$ cat src/rtl/pipe_stage_reg.sv
// Pipeline stage register with optional two-entry skid buffer.
// Order-preserving valid/ready stage with flush and a stall counter.
module pipe_stage_reg #(
    parameter int unsigned          PAYLOAD_W = 226,
    parameter logic [PAYLOAD_W-1:0] RST_VAL   = '0,
    parameter int unsigned          SKID      = 1,
    parameter int unsigned          CNT_W     = 16
) (
    input  logic                 clk,
    input  logic                 rst,
    input  logic                 in_valid,
    output logic                 in_ready,
    input  logic [PAYLOAD_W-1:0] in_data,
    output logic                 out_valid,
    input  logic                 out_ready,
    output logic [PAYLOAD_W-1:0] out_data,
    input  logic                 flush,
    input  logic                 stall_clr,
    output logic [CNT_W-1:0]     stall_cnt
);

    typedef enum logic [1:0] {
        EMPTY = 2'd0,
        ONE   = 2'd1,
        TWO   = 2'd2
    } state_t;

    localparam logic [CNT_W-1:0] CNT_MAX = '1;

    state_t               state;
    logic [PAYLOAD_W-1:0] main_q;
    logic [PAYLOAD_W-1:0] skid_q;
    logic                 in_xfer;
    logic                 out_xfer;

    // Skid mode decodes ready from state alone; the single-entry mode
    // lets a full stage accept when downstream drains it this cycle.
    generate
        if (SKID != 0) begin : g_skid
            assign in_ready = (state != TWO);
        end else begin : g_single
            assign in_ready = (state == EMPTY) || out_ready;
        end
    endgenerate

    assign out_valid = (state != EMPTY);
    assign out_data  = main_q;
    assign in_xfer   = in_valid && in_ready;
    assign out_xfer  = out_valid && out_ready;

    // Occupancy and payload registers; flush empties without clearing data.
    always_ff @(posedge clk) begin
        if (!rst) begin
            state  <= EMPTY;
            main_q <= RST_VAL;
            skid_q <= RST_VAL;
        end else if (flush) begin
            state <= EMPTY;
        end else begin
            unique case (state)
                EMPTY: begin
                    if (in_xfer) begin
                        main_q <= in_data;
                        state  <= ONE;
                    end
                end
                ONE: begin
                    if (in_xfer && out_xfer) begin
                        main_q <= in_data;
                    end else if (in_xfer && (SKID != 0)) begin
                        skid_q <= in_data;
                        state  <= TWO;
                    end else if (out_xfer) begin
                        state <= EMPTY;
                    end
                end
                TWO: begin
                    if (out_xfer) begin
                        main_q <= skid_q;
                        state  <= ONE;
                    end
                end
                default: state <= EMPTY;
            endcase
        end
    end

    // Saturating count of cycles where downstream holds off valid data.
    always_ff @(posedge clk) begin
        if (!rst) begin
            stall_cnt <= '0;
        end else if (stall_clr) begin
            stall_cnt <= '0;
        end else if (out_valid && !out_ready && !flush
                     && (stall_cnt != CNT_MAX)) begin
            stall_cnt <= stall_cnt + 1'b1;
        end
    end

endmodule

$ cat config.mk
export PLATFORM = sky130hd
export DESIGN_NAME = pipe_stage_reg
export DESIGN_NICKNAME = d
export VERILOG_FILES = /design/src/rtl/pipe_stage_reg.sv
export SDC_FILE = /design/constraint.sdc
export NUM_CORES = 1
export LEC_CHECK = 0
export ABC_AREA = 0
export BUFFER_PORTS_ARGS = -buffer_cell sky130_fd_sc_hd__buf_2
export CAP_MARGIN = 20
export CELL_PAD_IN_SITES_DETAIL_PLACEMENT = 1
export CELL_PAD_IN_SITES_GLOBAL_PLACEMENT = 2
export CORE_MARGIN = 4
export CORE_UTILIZATION = 33
export DETAILED_ROUTE_END_ITERATION = 8
export GPL_TIMING_DRIVEN = 1
export MAX_ROUTING_LAYER = met4
export PLACE_DENSITY = 0.85
export SLEW_MARGIN = 5
export SYNTH_ARGS = -nofsm -noshare
export SYNTH_HDL_FRONTEND = slang
export SYNTH_SLANG_ARGS = --single-unit
$ cat constraint.sdc
create_clock -name clk -period 4.95 [get_ports clk]
set_input_delay 0 -clock clk [delete_from_list [all_inputs] [get_ports clk]]
set_output_delay 0 -clock clk [all_outputs]
set_load 0.03 [all_outputs]
== Word-level counts from Yosys, hierarchy flattened ==
Index checks and enable logic that the tools add are counted.
Widths: inputs -> output; s select.

* Flip-flop bits (word level): 470
* Bits of input ports: 232
* Output and inout port bits: 244
* Word-level logic and storage cells: 43

* $add $sub $neg: 1
* Equal/unequal tests: 9
* Muxes and demuxes: 10
* Bitwise logic cells: 3
* Reductions and logical operators: 16

{| class="wikitable"
|+ Operators by type and width
! operator !! count
|-
| $mux 226 || 3
|-
| $pmux 226 s3 || 1
|-
| $add 16x1->16 const B || 1
|-
| $ne 16x16->1 const B || 1
|-
| $mux 2 || 5
|-
| $ne 2x2->1 const B || 5
|-
| $reduce_and 4->1 || 2
|-
| $logic_and 1x1->1 || 6
|-
| $pmux 2 s3 || 1
|-
| $reduce_and 5->1 || 1
|-
| $reduce_or 2->1 || 2
|-
| $ne 3x3->1 const B || 1
|-
| $not 1->1 || 3
|-
| $reduce_bool 3->1 || 1
|-
| $eq 2x1->1 const B || 1
|-
| $eq 2x2->1 const B || 1
|-
| $logic_not 1->1 || 2
|-
| $logic_not 2->1 || 1
|-
| $reduce_bool 2->1 || 1
|}

== Longest topological paths before layout ==
Gate-level depths: netlist (run 1).

* Depth after elaboration: 6
* Depth in mapped cells: 8

== Worst setup path after synthesis (run 1) ==
Ideal clock, no wire load.

* Kind: register -> register
* Start: register stall_cnt[0]
* End: register stall_cnt[2]
* Arrival time: 1.749 ns
* Required time: 4.822 ns
* Slack: 3.074 ns
* Cell stages (with the launch flop): 7
* Path through: dfxtp_1 > ha_1 > nand4_1 > nor4_4 > nor3b_1 > xnor2_1 > nor2_1

* Word-level cells in the longest chain between the ends: 2
* Elaborated cells between the ends (all ways): 3

{| class="wikitable"
|+ RTL lines
! element !! line !! source
|-
| from (decl) || 19 || <nowiki>output logic [CNT_W-1:0] stall_cnt</nowiki>
|-
| from (signal assigned) || 96 || <nowiki>stall_cnt <= stall_cnt + 1'b1;</nowiki>
|-
| parallel branches: the longest is 2 deep, another holds $add 16x1->16 || n/a ||
|}

Parallel ways; which one is timed is not known.
A chain may end at the register's enable or synchronous reset.

== Final worst setup path (run 1) ==
* Start: register state[1]
* End: register main_q[10], in the netlist out_data[10]

* Word-level cells in the longest chain between the ends: 5
* Elaborated cells between the ends (all ways): 14

{| class="wikitable"
|+ RTL lines
! element !! line !! source
|-
| from (decl) || 30 || <nowiki>state_t state;</nowiki>
|-
| from (signal assigned) || 54 || <nowiki>state <= EMPTY;</nowiki>
|-
| from (signal assigned) || 58 || <nowiki>state <= EMPTY;</nowiki>
|-
| from (signal assigned) || 64 || <nowiki>state <= ONE;</nowiki>
|-
| $ne 2x2->1 / $reduce_bool 2->1 (equally long branches) || 40, 46 ||
|-
| $logic_and 1x1->1 (on tied branches) || 48, 49 ||
|-
| $logic_and 1x1->1 || 68 || <nowiki>if (in_xfer && out_xfer) begin</nowiki>
|-
| $ne 2x2->1 (no line) || n/a ||
|-
| $reduce_and 5->1 (no line) || n/a ||
|-
| to (signal assigned) || 63 || <nowiki>main_q <= in_data;</nowiki>
|-
| to (signal assigned) || 69 || <nowiki>main_q <= in_data;</nowiki>
|-
| to (signal assigned) || 79 || <nowiki>main_q <= skid_q;</nowiki>
|-
| to (decl) || 31 || <nowiki>logic [PAYLOAD_W-1:0] main_q;</nowiki>
|}

Several ways; a longest one is shown, not always the timed one.

==> results of run 1 <==
worst min-delay path by stage:
stage | from | end | cells past startpoint
floorplan | out_ready | state[1] | 1
global placement | out_ready | state[1] | 2
detailed placement | in_data[166] | skid_q[166] | 3
CTS | stall_clr | stall_cnt[1] | 3
global route | stall_clr | stall_cnt[1] | 3
finish | stall_clr | stall_cnt[1] | 3
layout make-up:
class | instances | area [µm²]
antenna | 9 | 22.52
clock buffer | 79 | 1574
clock inverter | 19 | 183.9
fill | 6953 | 31310
inverter | 3 | 16.27
multi-input combinational | 1681 | 9107
sequential | 470 | 9409
tap | 765 | 957.2
timing repair buffer | 773 | 5450
registers in the layout, summed over array words and instances (netlist names):
| name | flops |
|---|---|
| skid_q | 226 |
| out_data | 226 |
| state | 2 |
| stall_cnt | 16 |
synthesized netlist by cell type:
master | count | area share [%]
o22ai_1 | 1 | 0.032
o21ai_0 | 2 | 0.051
a41o_1 | 1 | 0.051
buf_1 | 4 | 0.077
and4_1 | 1 | 0.045
nand2_1 | 914 | 18
buf_4 | 16 | 0.62
and3_1 | 2 | 0.064
and3b_1 | 1 | 0.045
nand3b_1 | 1 | 0.039
ha_1 | 1 | 0.064
nor4_1 | 4 | 0.13
xnor2_1 | 10 | 0.45
nor4b_2 | 1 | 0.077
nand2_2 | 1 | 0.032
nor2_1 | 21 | 0.40
or2_1 | 1 | 0.032
nor2b_1 | 2 | 0.064
a21boi_0 | 86 | 3.3
nor4b_1 | 1 | 0.045
nand2b_1 | 3 | 0.096
buf_6 | 2 | 0.12
nand4_1 | 5 | 0.16
nor4_4 | 2 | 0.22
nand3_1 | 233 | 6.0
nor3_1 | 8 | 0.21
or2_2 | 2 | 0.064
nor3b_1 | 1 | 0.039
a21o_1 | 1 | 0.039
a21oi_1 | 8 | 0.21
o211a_1 | 226 | 12
buf_2 | 107 | 2.7
clkbuf_1 | 75 | 1.4
inv_1 | 3 | 0.058
a21boi_1 | 140 | 5.4
or3_1 | 1 | 0.032
dfxtp_1 | 470 | 48
worst register-to-register path: cells and delay by family, from the launching register on:
family | cells | cell delay [ps]
compound gates | 1 | 160
buf+inv | 2 | 1240
flops | 1 | 420
simple gates | 3 | 960
power groups by stage:
stage               combinational [W]  clock [W]  sequential (W)
floorplan                    0.000355          0         0.00434
global placement             0.000952          0         0.00411
detailed placement           0.000976          0         0.00412
CTS                           0.00113    0.00409         0.00403
global route                  0.00121    0.00425         0.00405
finish                        0.00113    0.00397         0.00403
cell families after synthesis:
group           Yosys count
flops                   470
buf+inv                 207
compound gates          465
xor+xnor                 10
fa+ha+maj                 1
simple gates           1205
timing repair:
action	4_1_cts	5_1_grt
hold endpoints to repair	456	0
setup endpoints to repair	0	0
hold buffers	282	0
buffers inserted	0	0
cells in the final DEF (no fill, tap or decap), types with 3 or more instances in the layout:
cell type      instances
a21boi_0              86
a21boi_1             140
a21oi_1                7
buf_12                 8
buf_2                474
buf_4                  7
clkbuf_1              11
clkbuf_16             53
clkbuf_8              15
clkinv_2              11
dfxtp_1              470
diode_2                9
dlygate4sd3_1        282
nand2_1              914
nand2b_1               3
nand3_1              233
nand4_1                5
nor2_1                21
nor3_1                 7
nor4_1                 4
o211a_1              226
xnor2_1               10
metrics by stage:
step	util (%)	hold WS (ps)	total power [W]	setup slack, ps	area (µm²)
3_5_place_dp	38.12	258.1	0.005092	2282	22120
5_1_grt	46.05	170.8	0.009515	1972	26720
4_1_cts	46.01	81.12	0.009250	2139	26700
2_1_floorplan	-	76.74	0.004693	3074	19470
3_3_place_gp	38.07	245.3	0.005064	2340	22090
6_report	46.05	119.7	0.009131	2118	26720
metal layers:
metal / wire length (µm) / up-vias / track usage [%]
met1: 30170 / 9610 / 26.26
met5: 0 / - / -
met2: 35600 / 456 / 38.65
met4: 2646 / 0 / 8.258
li1: - / 9200 / -
met3: 3634 / 145 / 4.066
==> impl_metrics.yaml, run 1 <==
pwr:
  power.internal_w: 0.006692
  p_sw_w: 0.002439
  leakagePower_nw: 13.26
  powerDensity_nw_per_um2: 341.7
  seq_power_share_pct: 44.2
  ir_drop_mv: 0.2903
  switching_share_pct: 26.71
  pwr-share-clk_pct: 43.4
  comb_power_share_pct: 12.4
worst_setup_path:
  cp.arrival_ps: 3380
  rrSetupSlack_ps: 2120
  crit_type: "reg -> reg"
  crit_buf_inv: 2
  start_kind: "flop"
  cp-endpoint: "out_data[10]"
  cp_num_cells: 6
  path_max_fanout: 160
  startpoint: "state[1]"
  r2r-end: "out_data[10]"
  crit_family: "buffers and inverters"
  critPathRequiredTime_ps: 5500
  r2r_start: "state[1]"
  reg2reg_depth: 6
  slowest_delay_ps: 670
  slowest_stage: "buf_4"
  crit_path_end_kind: "flop"
  crit_chain: "nor2b_4 > buf_4 > buf_12 > nand2_1 > nand3_1 > o211a_1"
sta:
  rsz0062_at_grt: "no"
  post-route-period-util_pct: 57.20
  worstMarginPinSlew_ps: 1136
  fmax_mhz: 353.2
  fin_crit_ps: 2832
  report.final.setup_viol: 0
  drv_slew: 0
  max_slew_margin_pct: 24.27
  hold_viol_final: 0
  setup-tns-final_ps: 0
  finalClockSkew_ps: 22.42
yosys:
  synthSimpleGateAreaFrac_pct: 25.40
  synth_area_um2: 19470
  synth_xor_area_share_pct: 0.4498
  ys_ff_latch: 470
  synthAdderAreaFrac_pct: 0.06425
  syn_nets: 2591
  syn_inst: 2358
  synth_mux_area_share_pct: 0
  syn_avg_cell_area_um2: 8.259
  yosysUniqueCellTypes: 37
  ys_warn_count: 0
  synth_top_family_by_area: "simple AND/OR/NAND/NOR gates"
  synth_compound_area_share_pct: 20.71
  yosysSeqAreaShare_pct: 48.32
routing:
  viasPerCell: 5.110
  vias: 19410
  drtAntennaViolNets: 0
  drc: 0
  dr.pass1.iters: 5
  drt_iter0_drc: 859
  wire_per_inst_um: 18.97
  drt_wl_total_mm: 72.06
cts:
  cts_buffers: 53
  tritoncts: "done"
  clk_path_buf_depth: 3
  cts-resized-gates: 0
  clk_latency_ps: 600
  h-tree-depth: 2
  clock-sinks: 470
  path_clk_slew_ps: 60
  cts-root-buf: "clkbuf_16"
placement:
  dp.cells: 3410
  dp_hpwl_mm: 43.29
  port_buffers: 475
  gp_congestion: 0.7954
global_route:
  grt_overflow: 0
  grt_pass1_wl_mm: 113.1
  grt_pass1_vias: 20530
  antenna_found_initial: 9
  grtUsageTotal_pct: 22.45
  grt_max_degree: 162
cells_and_area:
  area_growth_pct: 37.21
  fin_cells: 3799
  nNetsFinal: 3215
  drive_above_1_share_pct: 19.47
die:
  dieArea_um2: 62960
  die_h_um: 250.9
  core_area_um2: 58030
  fp-row-count: 88
  start_util_pct: 33.56
  die_x_um: 250.9
  ios: 476
hold_path:
  worstHoldPathType: "in -> reg"
run_status:
  status: "finished clean"
flow_run:
  maxCapViolCount: 0
Power figures use the tool's default switching activity.
==> run 2, diff against run 1 <==
CORE_UTILIZATION = 31   (was 33)
PLACE_DENSITY = 0.81   (was 0.85)
clock period = 2.7 ns   (was 4.95 ns; I/O delays follow)
==> impl_metrics.yaml, run 2 (synthesis gave the netlist of run 1 again) <==
global_route:
  grt_pass1_vias: 20310
  grtUsageTotal_pct: 21.49
  grt_pass1_wl_mm: 114.3
  grt_max_degree: 146
  antenna_found_initial: 9
  grt_overflow: 0
worst_setup_path:
  path_max_fanout: 57
  r2r_start: "state[0]"
  crit_path_end_kind: "flop"
  reg2reg_depth: 6
  r2r-end: "skid_q[161]"
  crit_type: "reg -> reg"
  rrSetupSlack_ps: 250
  startpoint: "state[0]"
  cp.arrival_ps: 2910
  critPathRequiredTime_ps: 3160
  start_kind: "flop"
cts:
  clock-sinks: 470
  cts-root-buf: "clkbuf_16"
  cts_buffers: 54
  tritoncts: "done"
  clk_latency_ps: 590
  path_clk_slew_ps: 60
  h-tree-depth: 2
  clk_path_buf_depth: 3
pwr:
  comb_power_share_pct: 12.3
  p_total_w: 0.01716
  switching_share_pct: 25.68
  powerDensity_nw_per_um2: 636.1
  leakagePower_nw: 13.29
  power.internal_w: 0.01275
  seq_power_share_pct: 43.0
  pwr-share-clk_pct: 44.7
  ir_drop_mv: 0.4634
  p_sw_w: 0.004406
sta:
  fmax_mhz: 408.4
  rsz0062_at_grt: "no"
  worstMarginPinSlew_ps: 822.0
  max_slew_margin_pct: 45.20
  fin_crit_ps: 2449
  hold_viol_final: 0
  post-route-period-util_pct: 90.70
  finalClockSkew_ps: 16.07
  setup-tns-final_ps: 0
  drv_slew: 0
  report.final.setup_viol: 0
placement:
  gp_congestion: 0.7902
  placed_cell_area_um2: 22450
  dp_hpwl_mm: 45.62
  port_buffers: 475
routing:
  dr.pass1.iters: 7
  drtAntennaViolNets: 0
  wire_per_inst_um: 18.66
  drt_iter0_drc: 1002
  viasPerCell: 4.982
  drc: 0
  vias: 19260
  drt_wl_total_mm: 72.13
hold_path:
  min_path_cells: 3
  hold_start: "stall_clr"
  whs_endpoint: "stall_cnt[8]"
  worstHoldPathType: "in -> reg"
cells_and_area:
  area_growth_pct: 38.50
  final_common_cell: "nand2_1"
  n_fill_cell: 7435
  stdcell_area_um2: 26970
  utilization_pct: 43.54
  final_cell_mix: "914 x nand2_1, 474 x buf_2, 470 x dfxtp_1"
  nNetsFinal: 3211
  drive_above_1_share_pct: 20.07
die:
  fp-row-count: 91
  ios: 476
  start_util_pct: 31.44
  core_area_um2: 61940
  die_h_um: 258.6
  die_x_um: 258.6
  dieArea_um2: 66890
flow_run:
  maxCapViolCount: 0
run_status:
  status: "finished clean"
-- run 2: changes by cell type in the layout (fill, tap and decap cells not counted) --
cell           before  now
nor3_4              0    1
clkbuf_1           11    9
buf_4               7   11
inv_6               2    3
clkinv_8            2    0
nor3_2              1    0
buf_12              8   20
buf_16              1    0
inv_8               1    0
clkinvlp_4          1    0
clkbuf_16          53   55
clkinv_4            1    0
dlygate4sd3_1     282  262
bufinv_16           2    6
-- run 2: through the flow --
stage / hold WS (ps) / std cells / setup WS, ps
after CTS: 109.9 / 3857 / 212.7
final: 149.6 / 3866 / 251.2
after floorplan: 76.74 / 2358 / 823.7
after global placement: 251.6 / 3497 / 802.9
after detailed placement: 259.3 / 3497 / 714.1
after global routing: 185.0 / 3866 / 50.77
-- run 2: metal layers --
| metal | track usage, % | vias to the layer above | routed length (µm) |
|---|---|---|---|
| met5 | - | - | 0 |
| met3 | 4.270 | 139 | 3523 |
| met2 | 36.81 | 436 | 35880 |
| met1 | 25.34 | 9489 | 30120 |
| li1 | - | 9196 | - |
| met4 | 7.256 | 0 | 2611 |
-- run 2: final cells by class --
| cell class | count | area, µm² | area share (%) |
|---|---|---|---|
| flip-flops and latches | 470 | 9409 | 34.89 |
| multi-input cells | 1681 | 9114 | 33.79 |
| repair buffers | 768 | 5493 | 20.37 |
| clock buffers | 79 | 1617 | 5.994 |
| well taps | 837 | 1047 | 3.883 |
| clock inverters | 19 | 252.7 | 0.9371 |
| diodes | 9 | 22.52 | 0.08350 |
| inverters | 3 | 16.27 | 0.06031 |
-- run 2: repair_timing --
action,4_1_cts,5_1_grt
setup buffers,0,0
hold endpoints to repair,454,0
gates resized for setup,0,1
hold buffers,262,0
endpoints found under the setup margin,0,13
-- run 2: worst max-delay path by stage --
stage | endpoint | slack (ps) | cells past startpoint
finish | skid_q[161] | 250 | 6
global placement | stall_cnt[9] | 800 | 6
detailed placement | skid_q[30] | 710 | 5
CTS | skid_q[42] | 210 | 6
floorplan | stall_cnt[2] | 820 | 6
global route | skid_q[32] | 50 | 6
-- run 2: power by group through the flow --
| stage | Clock (W) | Sequential (W) | Combinational (W) |
|---|---|---|---|
| 6_report | 0.00767 | 0.00738 | 0.00210 |
| 4_1_cts | 0.00790 | 0.00738 | 0.00211 |
| 3_5_place_dp | 0 | 0.00753 | 0.00182 |
| 5_1_grt | 0.00819 | 0.00741 | 0.00226 |
| 3_3_place_gp | 0 | 0.00752 | 0.00179 |
| 2_1_floorplan | 0 | 0.00795 | 0.000651 |
-- run 2: critical path: stages, from the launching register on --
cell and delay (ps):
dfxtp_1 450, nand2b_1 180, or3_4 630, buf_12 280, nand2_1 100, a21boi_1 60, dlygate4sd3_1 560
==> run 3, diff against run 2 <==
CORE_ASPECT_RATIO = 0.5   (was not set)
==> impl_metrics.yaml, run 3 (synthesis gave the netlist of run 1 again) <==
die:
  dieArea_um2: 67130
  start_util_pct: 31.58
  ios: 476
  die_h_um: 185.2
  core_area_um2: 61660
  die_x_um: 362.5
  fp-row-count: 64
routing:
  drtAntennaViolNets: 0
  wire_per_inst_um: 18.11
  drt_wl_total_mm: 69.46
  dr.pass1.iters: 5
  drc: 0
  vias: 18760
  drt_iter0_drc: 804
  viasPerCell: 4.892
pwr:
  ir_drop_mv: 0.4665
  seq_power_share_pct: 44.4
  pwr-share-clk_pct: 43.0
  power.internal_w: 0.01226
  switching_share_pct: 26.04
  leakagePower_nw: 13.21
  p_sw_w: 0.004317
  powerDensity_nw_per_um2: 619.0
  comb_power_share_pct: 12.6
cts:
  path_clk_slew_ps: 70
  tritoncts: "done"
  h-tree-depth: 2
  cts-root-buf: "clkbuf_16"
  clock-sinks: 470
  clk_latency_ps: 580
  postCtsSetupRepairBufs: 0
  cts_buffers: 47
  clk_path_buf_depth: 3
sta:
  hold_viol_final: 0
  post-route-period-util_pct: 92.16
  fmax_mhz: 401.9
  max_slew_margin_pct: 49.85
  rsz0062_at_grt: "no"
  finalClockSkew_ps: 13.88
  setup-tns-final_ps: 0
  worstMarginPinSlew_ps: 752.3
  report.final.setup_viol: 0
  drv_slew: 0
  fin_crit_ps: 2488
cells_and_area:
  area_growth_pct: 37.54
  n_fill_cell: 7357
  final_common_cell: "nand2_1"
  drive_above_1_share_pct: 19.76
  nNetsFinal: 3206
  stdcell_area_um2: 26780
  final_cell_mix: "914 x nand2_1, 474 x buf_2, 470 x dfxtp_1"
worst_setup_path:
  reg2reg_depth: 7
  rrSetupSlack_ps: 210
  r2r_start: "state[0]"
  r2r-end: "skid_q[37]"
  start_kind: "flop"
  cp.arrival_ps: 2990
  path_max_fanout: 60
  critPathRequiredTime_ps: 3200
  crit_type: "reg -> reg"
  crit_path_end_kind: "flop"
placement:
  gp_congestion: 0.7757
  dp_hpwl_mm: 43.66
  placed_cell_area_um2: 22490
  port_buffers: 475
run_status:
  status: "finished clean"
global_route:
  grt_max_degree: 180
  grt_pass1_vias: 19280
  antenna_found_initial: 4
  grt_pass1_wl_mm: 107.8
  grt_overflow: 0
  grtUsageTotal_pct: 20.58
hold_path:
  min_path_cells: 3
  hold_start: "stall_clr"
  worstHoldPathType: "in -> reg"
  whs_endpoint: "stall_cnt[8]"
flow_run:
  maxCapViolCount: 0
-- run 3: how the worst max path moves through the flow --
stage                      start       endpoint  slack, ps
detailed placement      state[0]     skid_q[80]        750
global placement        state[0]  out_data[217]        800
global route            state[0]     skid_q[37]         10
CTS                     state[0]     skid_q[42]        200
finish                  state[0]     skid_q[37]        210
floorplan           stall_cnt[0]   stall_cnt[2]        820
-- run 3: routing by layer --
layer	wire length, µm	global-route usage, %
met4	3355	9.321
met5	0	-
met3	1505	2.689
met2	37340	38.44
met1	27260	21.87
-- run 3: what timing repair did --
item / in CTS / in global routing
endpoints found under the hold margin: 454 / 0
hold buffers: 262 / 0
gates resized for setup: 0 / 2
setup endpoints to repair: 0 / 3
-- run 3: area by class of cell --
cell class | instances | area (µm²) | area share (%)
sequential | 470 | 9409 | 35.13
multi-input combinational | 1681 | 9114 | 34.03
timing repair buffer | 770 | 5553 | 20.73
clock buffer | 72 | 1473 | 5.498
tap | 825 | 1032 | 3.854
clock inverter | 10 | 177.7 | 0.6633
inverter | 3 | 16.27 | 0.06073
antenna | 4 | 10.01 | 0.03737
-- run 3: stage by stage --
stage                     total power, W  std cells  hold WS [ps]  utilization (%)  setup WS [ps]
after floorplan                 0.008604       2358         76.74                -          823.7
after global placement          0.009311       3487         253.7            36.47          803.3
after detailed placement        0.009338       3487         261.2            36.47          749.4
after CTS                        0.01680       3831         125.3            43.40          199.0
after global routing             0.01730       3835         204.4            43.44          10.97
final                            0.01658       3835         131.3            43.44          211.7
-- run 3: critical path: stages (launching register included) --
cell and delay [ps]:
dfxtp_1 460, nand2b_1 200, nor3_4 300, buf_12 240, buf_16 300, nand2_1 90, a21boi_0 190, dlygate4sd3_1 590
-- run 3: power groups by stage --
stage               logic, W  registers, W  clock network, W
floorplan           0.000651       0.00795                 0
global placement     0.00179       0.00752                 0
detailed placement   0.00181       0.00753                 0
CTS                  0.00210       0.00737           0.00733
global route         0.00224       0.00739           0.00767
finish               0.00209       0.00737           0.00713
